$ cat src/rtl/sap1_pkg.sv
// Shared definitions for the SAP-1 control/sequencer slice.
// Contents: opcode constants, one-hot ring states T1..T6, and the bit
// indices used to pack the control word inside the sequencer.
package sap1_pkg;

  localparam int unsigned OP_W = 4;

  typedef enum logic [5:0] {
    ST_T1 = 6'b000001,
    ST_T2 = 6'b000010,
    ST_T3 = 6'b000100,
    ST_T4 = 6'b001000,
    ST_T5 = 6'b010000,
    ST_T6 = 6'b100000
  } ring_t;

  localparam logic [OP_W-1:0] OP_LDA = 4'b0000;
  localparam logic [OP_W-1:0] OP_ADD = 4'b0001;
  localparam logic [OP_W-1:0] OP_SUB = 4'b0010;
  localparam logic [OP_W-1:0] OP_JMP = 4'b0011;
  localparam logic [OP_W-1:0] OP_JZ  = 4'b0100;
  localparam logic [OP_W-1:0] OP_JC  = 4'b0101;
  localparam logic [OP_W-1:0] OP_OUT = 4'b1110;
  localparam logic [OP_W-1:0] OP_HLT = 4'b1111;

  localparam int unsigned CW_CP = 0;
  localparam int unsigned CW_EP = 1;
  localparam int unsigned CW_EJ = 2;
  localparam int unsigned CW_LM = 3;
  localparam int unsigned CW_ER = 4;
  localparam int unsigned CW_LI = 5;
  localparam int unsigned CW_EI = 6;
  localparam int unsigned CW_LA = 7;
  localparam int unsigned CW_EA = 8;
  localparam int unsigned CW_SU = 9;
  localparam int unsigned CW_EU = 10;
  localparam int unsigned CW_LB = 11;
  localparam int unsigned CW_LO = 12;
  localparam int unsigned CW_W  = 13;

endpackage

$ cat src/rtl/controlador_sequenciador_anel_temporizador.sv
// anel_temporizador: 6-bit one-hot ring counter T1..T6.
// Ports:
//   clk    - rising-edge clock
//   rst_n  - asynchronous active-low reset (state -> T1)
//   freeze - hold current state (used while halted)
//   ring   - one-hot state, ring[0]=T1 .. ring[5]=T6
// The first edge after reset release only arms the counter, so T1 is
// held for one full cycle before the ring starts advancing.
module anel_temporizador
  import sap1_pkg::*;
(
  input  logic       clk,
  input  logic       rst_n,
  input  logic       freeze,
  output logic [5:0] ring
);

  ring_t st;
  ring_t st_next;
  logic  armed;

  always_ff @(posedge clk or negedge rst_n) begin
    if (!rst_n) begin
      st    <= ST_T1;
      armed <= 1'b0;
    end else if (!armed) begin
      armed <= 1'b1;
    end else if (!freeze) begin
      st <= st_next;
    end
  end

  always_comb begin
    st_next = ST_T1;
    unique case (st)
      ST_T1:   st_next = ST_T2;
      ST_T2:   st_next = ST_T3;
      ST_T3:   st_next = ST_T4;
      ST_T4:   st_next = ST_T5;
      ST_T5:   st_next = ST_T6;
      ST_T6:   st_next = ST_T1;
      default: st_next = ST_T1;
    endcase
  end

  assign ring = st;

endmodule

$ cat src/rtl/controlador_sequenciador.sv
// controlador_sequenciador: SAP-1 control/sequencer.
// Steps the T1..T6 ring and decodes Opcode into the one-hot control word.
// Ports:
//   CLK, CLR (async active-low reset), Opcode (from IR), Z, C (flags)
//   Cp, Ep, Ej, Lm, Er, Li, Ei, La, Ea, Su, Eu, Lb, Lo - control word
//   HLT - halted indicator; T - one-hot ring state (zero in reset/HALT)
// Build option: define COND_JUMP_EN to enable JZ (0100) and JC (0101).
module controlador_sequenciador
  import sap1_pkg::*;
#(
  parameter int unsigned OP_W = 4
)
(
  input  logic            CLK,
  input  logic            CLR,
  input  logic [OP_W-1:0] Opcode,
  input  logic            Z,
  input  logic            C,
  output logic            Cp,
  output logic            Ep,
  output logic            Ej,
  output logic            Lm,
  output logic            Er,
  output logic            Li,
  output logic            Ei,
  output logic            La,
  output logic            Ea,
  output logic            Su,
  output logic            Eu,
  output logic            Lb,
  output logic            Lo,
  output logic            HLT,
  output logic [5:0]      T
);

  logic [5:0]      ring;
  ring_t           st;
  logic            halted;
  logic [CW_W-1:0] cw;

  anel_temporizador u_anel (
    .clk    (CLK),
    .rst_n  (CLR),
    .freeze (halted),
    .ring   (ring)
  );

  assign st = ring_t'(ring);

  always_ff @(posedge CLK or negedge CLR) begin
    if (!CLR) begin
      halted <= 1'b0;
    end else if (st == ST_T4 && Opcode == OP_HLT) begin
      halted <= 1'b1;
    end
  end

  always_comb begin
    cw = '0;
    unique case (st)
      ST_T1: begin
        cw[CW_EP] = 1'b1;
        cw[CW_LM] = 1'b1;
      end
      ST_T2: cw[CW_CP] = 1'b1;
      ST_T3: begin
        cw[CW_ER] = 1'b1;
        cw[CW_LI] = 1'b1;
      end
      ST_T4: begin
        case (Opcode)
          OP_LDA, OP_ADD, OP_SUB: begin
            cw[CW_EI] = 1'b1;
            cw[CW_LM] = 1'b1;
          end
          OP_JMP: begin
            cw[CW_EI] = 1'b1;
            cw[CW_EJ] = 1'b1;
          end
          OP_OUT: begin
            cw[CW_EA] = 1'b1;
            cw[CW_LO] = 1'b1;
          end
`ifdef COND_JUMP_EN
          OP_JZ: begin
            cw[CW_EI] = Z;
            cw[CW_EJ] = Z;
          end
          OP_JC: begin
            cw[CW_EI] = C;
            cw[CW_EJ] = C;
          end
`endif
          default: cw = '0;
        endcase
      end
      ST_T5: begin
        case (Opcode)
          OP_LDA: begin
            cw[CW_ER] = 1'b1;
            cw[CW_LA] = 1'b1;
          end
          OP_ADD, OP_SUB: begin
            cw[CW_ER] = 1'b1;
            cw[CW_LB] = 1'b1;
            cw[CW_SU] = (Opcode == OP_SUB);
          end
          default: cw = '0;
        endcase
      end
      ST_T6: begin
        if (Opcode == OP_ADD || Opcode == OP_SUB) begin
          cw[CW_EU] = 1'b1;
          cw[CW_LA] = 1'b1;
          cw[CW_SU] = (Opcode == OP_SUB);
        end
      end
      default: cw = '0;
    endcase
    // Reset and HALT both silence the bus regardless of ring contents.
    if (halted || !CLR) begin
      cw = '0;
    end
  end

`ifndef COND_JUMP_EN
  logic unused_flags;
  assign unused_flags = Z ^ C;
`endif

  assign Cp  = cw[CW_CP];
  assign Ep  = cw[CW_EP];
  assign Ej  = cw[CW_EJ];
  assign Lm  = cw[CW_LM];
  assign Er  = cw[CW_ER];
  assign Li  = cw[CW_LI];
  assign Ei  = cw[CW_EI];
  assign La  = cw[CW_LA];
  assign Ea  = cw[CW_EA];
  assign Su  = cw[CW_SU];
  assign Eu  = cw[CW_EU];
  assign Lb  = cw[CW_LB];
  assign Lo  = cw[CW_LO];
  assign HLT = halted;
  assign T   = (halted || !CLR) ? '0 : ring;

endmodule

$ cat config.mk
export PLATFORM = sky130hd
export DESIGN_NAME = controlador_sequenciador
export DESIGN_NICKNAME = d
export VERILOG_FILES = /design/src/rtl/sap1_pkg.sv /design/src/rtl/controlador_sequenciador_anel_temporizador.sv /design/src/rtl/controlador_sequenciador.sv
export SDC_FILE = /design/constraint.sdc
export NUM_CORES = 1
export LEC_CHECK = 0
export BUFFER_PORTS_ARGS = -buffer_cell sky130_fd_sc_hd__buf_2
export CAP_MARGIN = 25
export CELL_PAD_IN_SITES_DETAIL_PLACEMENT = 1
export CELL_PAD_IN_SITES_GLOBAL_PLACEMENT = 2
export CORE_ASPECT_RATIO = 0.7
export CORE_UTILIZATION = 25
export CTS_BUF_LIST = sky130_fd_sc_hd__clkbuf_16
export CTS_CLUSTER_SIZE = 28
export DETAILED_ROUTE_END_ITERATION = 8
export HOLD_SLACK_MARGIN = 0.12
export PLACE_DENSITY_LB_ADDON = 0.1
export SYNTH_ARGS = -nofsm -noshare
export SYNTH_HDL_FRONTEND = slang
export SYNTH_SLANG_ARGS = --single-unit
$ cat constraint.sdc
create_clock -name CLK -period 1.9 [get_ports CLK]
set_input_delay 0.19 -clock CLK [delete_from_list [all_inputs] [get_ports CLK]]
set_output_delay 0.19 -clock CLK [all_outputs]
set_load 0.02 [all_outputs]
==> impl_metrics.py, run 1 <==
metrics = {
    "status": {
        "status": "finished clean",
    },
    "worst_setup_path": {
        "criticalPathCategory": "register to primary output",
        "critical_path.max_fanout": 4,
        "reg2reg_from": "u_anel.ring[5]",
        "r2r_setup_slack_ps": 530,
        "r2r-end": "HLT",
        "cp.required_ps": 1710,
        "arrival_ps": 1680,
        "worst_setup_path_end_kind": "primary output",
        "worstRegToRegCells": 4,
        "critPathLaunchType": "register",
    },
    "synthesis": {
        "synth_cell_types": 31,
        "syn_nets": 85,
        "synth_area_um2": 664,
        "synth.most_common_cell": "nand2_1",
        "synth_top_area_share": 0.264,
        "seq_area_frac_synth": 0.303,
        "async_flop_share": 1.00,
        "synth_flop_cell": "dfrtp_1",
        "syn_avg_cell_area_um2": 8.63,
        "synth_enable_flop_cells": 0,
        "synth_area_leaders": "dfrtp_1 (26%), buf_6 (6.8%), nand3b_1 (5.6%)",
        "postSynthCellCount": 77,
        "synth_commonest_cells": "nand2_1 (8), dfrtp_1 (7), nor2_1 (6)",
        "synth-warning-count": 0,
        "yosys_register_bits": 8,
        "yosys.area.top_type": "dfrtp_1",
    },
    "grt": {
        "grt_pass1_wl_mm": 3.16,
        "grt_max_degree": 12,
        "antenna_found_initial": 0,
        "grt_usage": 0.152,
        "gr-total-overflow": 0,
        "grt_pass1_vias": 637,
    },
    "finish": {
        "nets": 123,
        "final_area_um2": 1020,
        "layout-drive-gt1-share": 0.526,
        "multi_input_area_um2": 439,
        "fillers": 303,
        "ff_latch_area_um2": 205,
        "fin_util": 0.407,
        "fin_cells": 148,
        "syn2layout_area_growth_pct": 52.9,
        "antenna_cells": 0,
    },
    "cts": {
        "htreeDepth": 1,
        "cts-root-buf": "clkbuf_16",
        "clkTransAtPathRegs_ps": 40,
        "clk_latency_ps": 230,
        "cts_buffer_depth": 2,
        "tritoncts": "done",
        "cts_made_buffers": 3,
        "cts_sinks": 8,
    },
    "floorplanning": {
        "die_w_um": 63.6,
        "fp-row-count": 15,
        "start_util": 0.266,
        "io_pins": 28,
        "coreArea_um2": 2500,
        "design.die.area_um2": 2870,
        "die_y_um": 45.1,
    },
    "timing": {
        "finalSetupViolCount": 0,
        "rsz0062_at_grt": "true",
        "period_share": 0.984,
        "min_period_ps": 1870,
        "drv_slew": 0,
        "fin_tns_setup_ps": 0,
        "finalHoldViolations": 0,
        "fin_skew_ps": 0.463,
        "clock.fmax_mhz": 535,
    },
    "power": {
        "switchingPower_uw": 398,
        "p_total_uw": 1090,
        "switching_share": 0.366,
        "leakage_uw": 0.000478,
        "p_int_uw": 691,
        "comb_power_share": 0.411,
        "powerDensity_nw_per_um2": 1070,
        "vdd_drop_max_uv": 454,
        "clockPowerShare": 0.336,
        "seqPwrFrac": 0.253,
    },
    "route": {
        "drc": 0,
        "routed_wl_mm": 2.07,
        "viasPerCell": 4.59,
        "wl_per_cell_um": 14.0,
        "final_antenna_net_count": 0,
        "first_iter_violations": 17,
        "vias": 679,
        "drt-pass1-iter-count": 4,
    },
    "placement": {
        "placed_area_um2": 823,
        "globalplace.congestion": 0.737,
        "dp.final_hpwl_mm": 1.46,
        "dp.cells": 136,
        "io_buffers": 25,
    },
    "min_path": {
        "holdPathStages": 3,
        "hp-class": "input pin to register",
        "hp-start": "Opcode[0]",
        "min_to": "HLT",
    },
    "job": {
        "maxCapViolations": 0,
    },
}
==> state kept, by name (all words and copies together) (netlist names) <==
| signal | cells |
|---|---|
| u_anel.armed | 1 |
| HLT | 1 |
| u_anel.ring | 6 |
==> metrics by stage <==
step	setup WS (ps)	hold WS, ps
floorplan	82.7	-106
global placement	188	139
detailed placement	181	142
CTS	8.18	258
global route	-30.6	293
finish	30.7	271
==> power groups by stage <==
stage	clock (uW)	sequential [uW]	combinational, uW
final	366	275	448
after global routing	385	281	486
after CTS	372	277	406
after detailed placement	0	273	396
after global placement	0	273	390
after floorplan	0	246	322
==> cells by family (layout without fill, tap and decap cells) <==
| family | count (synthesis) | in the layout | synth area share |
|---|---|---|---|
| flip-flops | 8 | 8 | 0.303 |
| buffers and inverters | 7 | 44 | 0.0923 |
| AND/OR/NAND/NOR | 44 | 44 | 0.416 |
| other | 1 | 1 | 0.00564 |
| multiplexers | 3 | 3 | 0.0471 |
| AO/OA/AOI/OAI | 11 | 11 | 0.0960 |
| XOR/XNOR | 3 | 3 | 0.0396 |
==> layer usage <==
metal / vias to the layer above / wire length (um) / global-route usage
met5: - / 0 / 0
met4: 0 / 18 / 0.0545
met3: 4 / 100 / 0.0455
met2: 24 / 903 / 0.228
met1: 316 / 1050 / 0.208
li1: 335 / - / -
==> timing repair <==
| item | in CTS | in global routing |
|---|---|---|
| pin swaps | 1 | 1 |
| setup endpoints to repair | 5 | 13 |
| setup buffers | 2 | 5 |
| resized for setup | 4 | 11 |
| endpoints found under the hold margin | 8 | 0 |
| hold buffers | 1 | 0 |
==> worst max-delay path by stage <==
stage | start | to | slack, ps | cells after the start
after floorplan | HLT | Su | 80 | 5
after global placement | u_anel.ring[5] | Ej | 190 | 5
after detailed placement | u_anel.ring[5] | Ej | 180 | 5
after CTS | u_anel.ring[1] | Ej | 8 | 6
after global routing | u_anel.ring[3] | Lm | -30 | 5
final | u_anel.ring[5] | Ej | 30 | 5
==> layout make-up <==
cell class | instances | share of cell area
Timing Repair Buffer | 40 | 0.246
Clock buffer | 3 | 0.0739
Tap cell | 34 | 0.0419
Clock inverter | 1 | 0.00369
Multi-Input combinational cell | 62 | 0.432
Sequential cell | 8 | 0.202
==> critical path: stages, from the launching register on <==
cell	delay (ps)
dfrtp_2	430
nor4_4	310
and3b_4	270
and2_4	150
and3_1	150
buf_4	130
==> layout by cell type, fill, tap and decap left out, types with 3 or more instances in the layout <==
master / count
o21ai_0: 5
nand2_1: 8
nand3b_1: 5
nor2_1: 6
and2_1: 5
buf_2: 21
nand2b_1: 4
buf_4: 18
clkbuf_16: 3
dfrtp_2: 3
dfrtp_1: 4
Power figures use the tool's default switching activity.
==> run 2: changes to the inputs <==
- CORE_UTILIZATION: 25 -> 27
- SYNTH_HIERARCHICAL: unset -> 1
==> run 2 against run 1 <==
  * Via count grew 24%
  * Wire length up 43%
  * Synthesized area is 6.0% higher
  * Global-route usage increased by 7.2 points
  * Register-to-register slack worse by 210 ps
  * Clock power increased by 4%
  * First-iteration DRC count increased by 53%
  * Design area rose by 27%
  * Critical path depth decreased by 1
  * Clock skew is 3.7 ps higher
  * Combinational power increased by 50%
  * Largest power group unchanged
  * The run now ends with setup timing left
  * Synthesized cell count decreased by 1.3%
==> impl_metrics.py, run 2 <==
metrics = {
    "timing": {
        "min_period_ps": 2130,
        "setup_ws_ps": -234,
        "finalSetupViolCount": 7,
        "drv_slew": 0,
        "clock.fmax_mhz": 469,
        "finalHoldViolations": 0,
        "period_share": 1.12,
        "fin_skew_ps": 4.20,
        "slew_headroom": 0.645,
        "fin_tns_setup_ps": -1160,
        "worst-slew-pin-transition_ps": 533,
        "rsz0062_at_grt": "true",
    },
    "power": {
        "vdd_drop_max_uv": 352,
        "powerDensity_nw_per_um2": 1020,
        "leakage_uw": 0.000584,
        "p_total_uw": 1320,
    },
    "grt": {
        "grt_use_met1": 0.292,
        "grt_pass1_wl_mm": 4.57,
        "grt_pass1_vias": 841,
        "grt_use_met3": 0.0581,
        "grt_busiest_layer": "met2",
        "antenna_found_initial": 0,
        "grtUsageMet2": 0.368,
        "gr-total-overflow": 0,
        "grt_max_degree": 13,
        "grt_usage": 0.223,
    },
    "route": {
        "vias": 842,
        "wl_per_cell_um": 18.5,
        "viasPerCell": 5.26,
        "routed_wl_mm": 2.96,
        "drc": 0,
        "final_antenna_net_count": 0,
        "drt-pass1-iter-count": 4,
        "first_iter_violations": 26,
    },
    "worst_setup_path": {
        "worstRegToRegCells": 5,
        "cp_num_buf_inv": 1,
        "crit_slowest_cell": "or4_4",
        "worst_setup_path_end_kind": "primary output",
        "crit_cells": 4,
        "critical_path.max_fanout": 3,
        "critical_path.top_delay_family": "simple AND/OR/NAND/NOR gates",
        "worstPathCellList": "or4b_4, or4_4, o32ai_4, buf_6",
        "critPathLaunchType": "register",
        "cp.required_ps": 1710,
        "cpPeakStageDelay_ps": 550,
        "criticalPathCategory": "register to primary output",
        "arrival_ps": 1940,
    },
    "synthesis": {
        "syn_avg_cell_area_um2": 9.27,
        "synth_area_leaders": "dfrtp_1 (25%), and2_1 (6.2%), nand4b_1 (5.0%)",
        "synth_top_area_share": 0.249,
        "synth_commonest_cells": "and2_1 (7), dfrtp_1 (7), nand2_1 (7)",
        "synth_enable_flop_cells": 0,
        "postSynthCellCount": 76,
        "synth_flop_cell": "dfrtp_1",
        "synth_area_um2": 704,
        "synth_cell_types": 35,
        "syn_nets": 84,
        "synth-warning-count": 6,
        "yosys.area.top_type": "dfrtp_1",
        "seq_area_frac_synth": 0.286,
        "yosys_register_bits": 8,
        "async_flop_share": 1.00,
    },
    "floorplanning": {
        "start_util": 0.287,
        "fp-row-count": 15,
        "design.die.area_um2": 2820,
        "io_pins": 28,
        "coreArea_um2": 2460,
        "die_w_um": 63.1,
        "die_y_um": 44.7,
    },
    "cts": {
        "cts-root-buf": "clkbuf_16",
        "cts_made_buffers": 3,
        "cts_sinks": 8,
        "htreeDepth": 1,
        "tritoncts": "done",
        "clkTransAtPathRegs_ps": 40,
        "clk_latency_ps": 240,
        "cts_buffer_depth": 2,
    },
    "finish": {
        "final_common_cell": "buf_4",
        "fin_cells": 160,
        "syn2layout_area_growth_pct": 83.1,
        "final_cell_mix": "buf_4 (23), buf_2 (17), nand2_1 (7), and2_1 (7)",
        "final_area_um2": 1290,
        "nets": 135,
        "largest_reg_flops": 6,
        "antenna_cells": 0,
        "layout-drive-gt1-share": 0.587,
    },
    "placement": {
        "globalplace.congestion": 0.770,
        "dp.final_hpwl_mm": 1.82,
        "placed_area_um2": 1000,
        "dp.cells": 148,
        "dp_slack_ps": -16.7,
        "io_buffers": 25,
    },
    "job": {
        "maxCapViolations": 0,
    },
    "min_path": {
        "holdPathStages": 3,
        "hp-class": "input pin to register",
    },
    "status": {
        "status": "finished with violations",
        "violations": "setup timing",
    },
}
## run 2: worst reg2reg max path, delay by kind of cell, from the launching register on
family          cells  cell delay, ps
buf+inv             2             290
flops               1             430
simple gates        2             620
compound gates      1             170
## run 2: what timing repair did
action	4_1_cts	5_1_grt
setup buffers	6	2
setup endpoints to repair	9	12
endpoints found under the hold margin	8	0
resized for setup	23	7
hold buffers	1	0
pin swaps	5	8
## run 2: final cells by class
type                            instances  area, um2
Fill cell                             293       1170
Multi-Input combinational cell         65        629
Timing Repair Buffer                   46        324
Sequential cell                         8        204
Clock buffer                            3       75.1
Tap cell                               34       42.5
Inverter                                3       11.3
Clock inverter                          1       3.75
## run 2: cells by family (layout without fill, tap and decap cells)
kind of cell / count (synthesis) / count (layout) / synth area share
flops: 8 / 8 / 0.286
xor+xnor: 1 / 1 / 0.0124
compound gates: 13 / 13 / 0.169
buf+inv: 3 / 53 / 0.0160
other cells: 1 / 1 / 0.00532
simple gates: 50 / 50 / 0.512
## run 2: path summary, 6_finish.rpt
kind	startpoint	to	slack, ps
setup / recovery	HLT	Lm	-230
hold reg to reg	u_anel/armed	u_anel/ring[2]	650
min in group asynchronous	CLR	u_anel/ring[1]	610
hold / removal	Opcode[0]	HLT	390
setup reg to reg	u_anel/ring[5]	u_anel/ring[0]	320
max in group asynchronous	CLR	u_anel/ring[0]	980
## run 2: metrics by stage
| step | util | hold slack [ps] |
|---|---|---|
| final | 0.525 | 390 |
| after global routing | 0.525 | 415 |
| after CTS | 0.502 | 372 |
| after detailed placement | 0.407 | 165 |
| after global placement | 0.407 | 179 |
| after floorplan | - | -106 |
## run 2: report_power, final
group / switching [uW] / leakage, uW / total, uW / internal (uW)
registers: 48.7 / 0.000101 / 264 / 215
clock network: 106 / 0.0000423 / 382 / 276
logic: 363 / 0.000441 / 671 / 308
total: 518 / 0.000584 / 1320 / 800
## run 2: metal layers
layer  vias up  share of wire  wire (um)
met2        30           0.46       1360
li1        396              -          -
met1       414           0.48       1420
met5         -              0          0
met4         0          0.012         35
met3         2          0.050        147
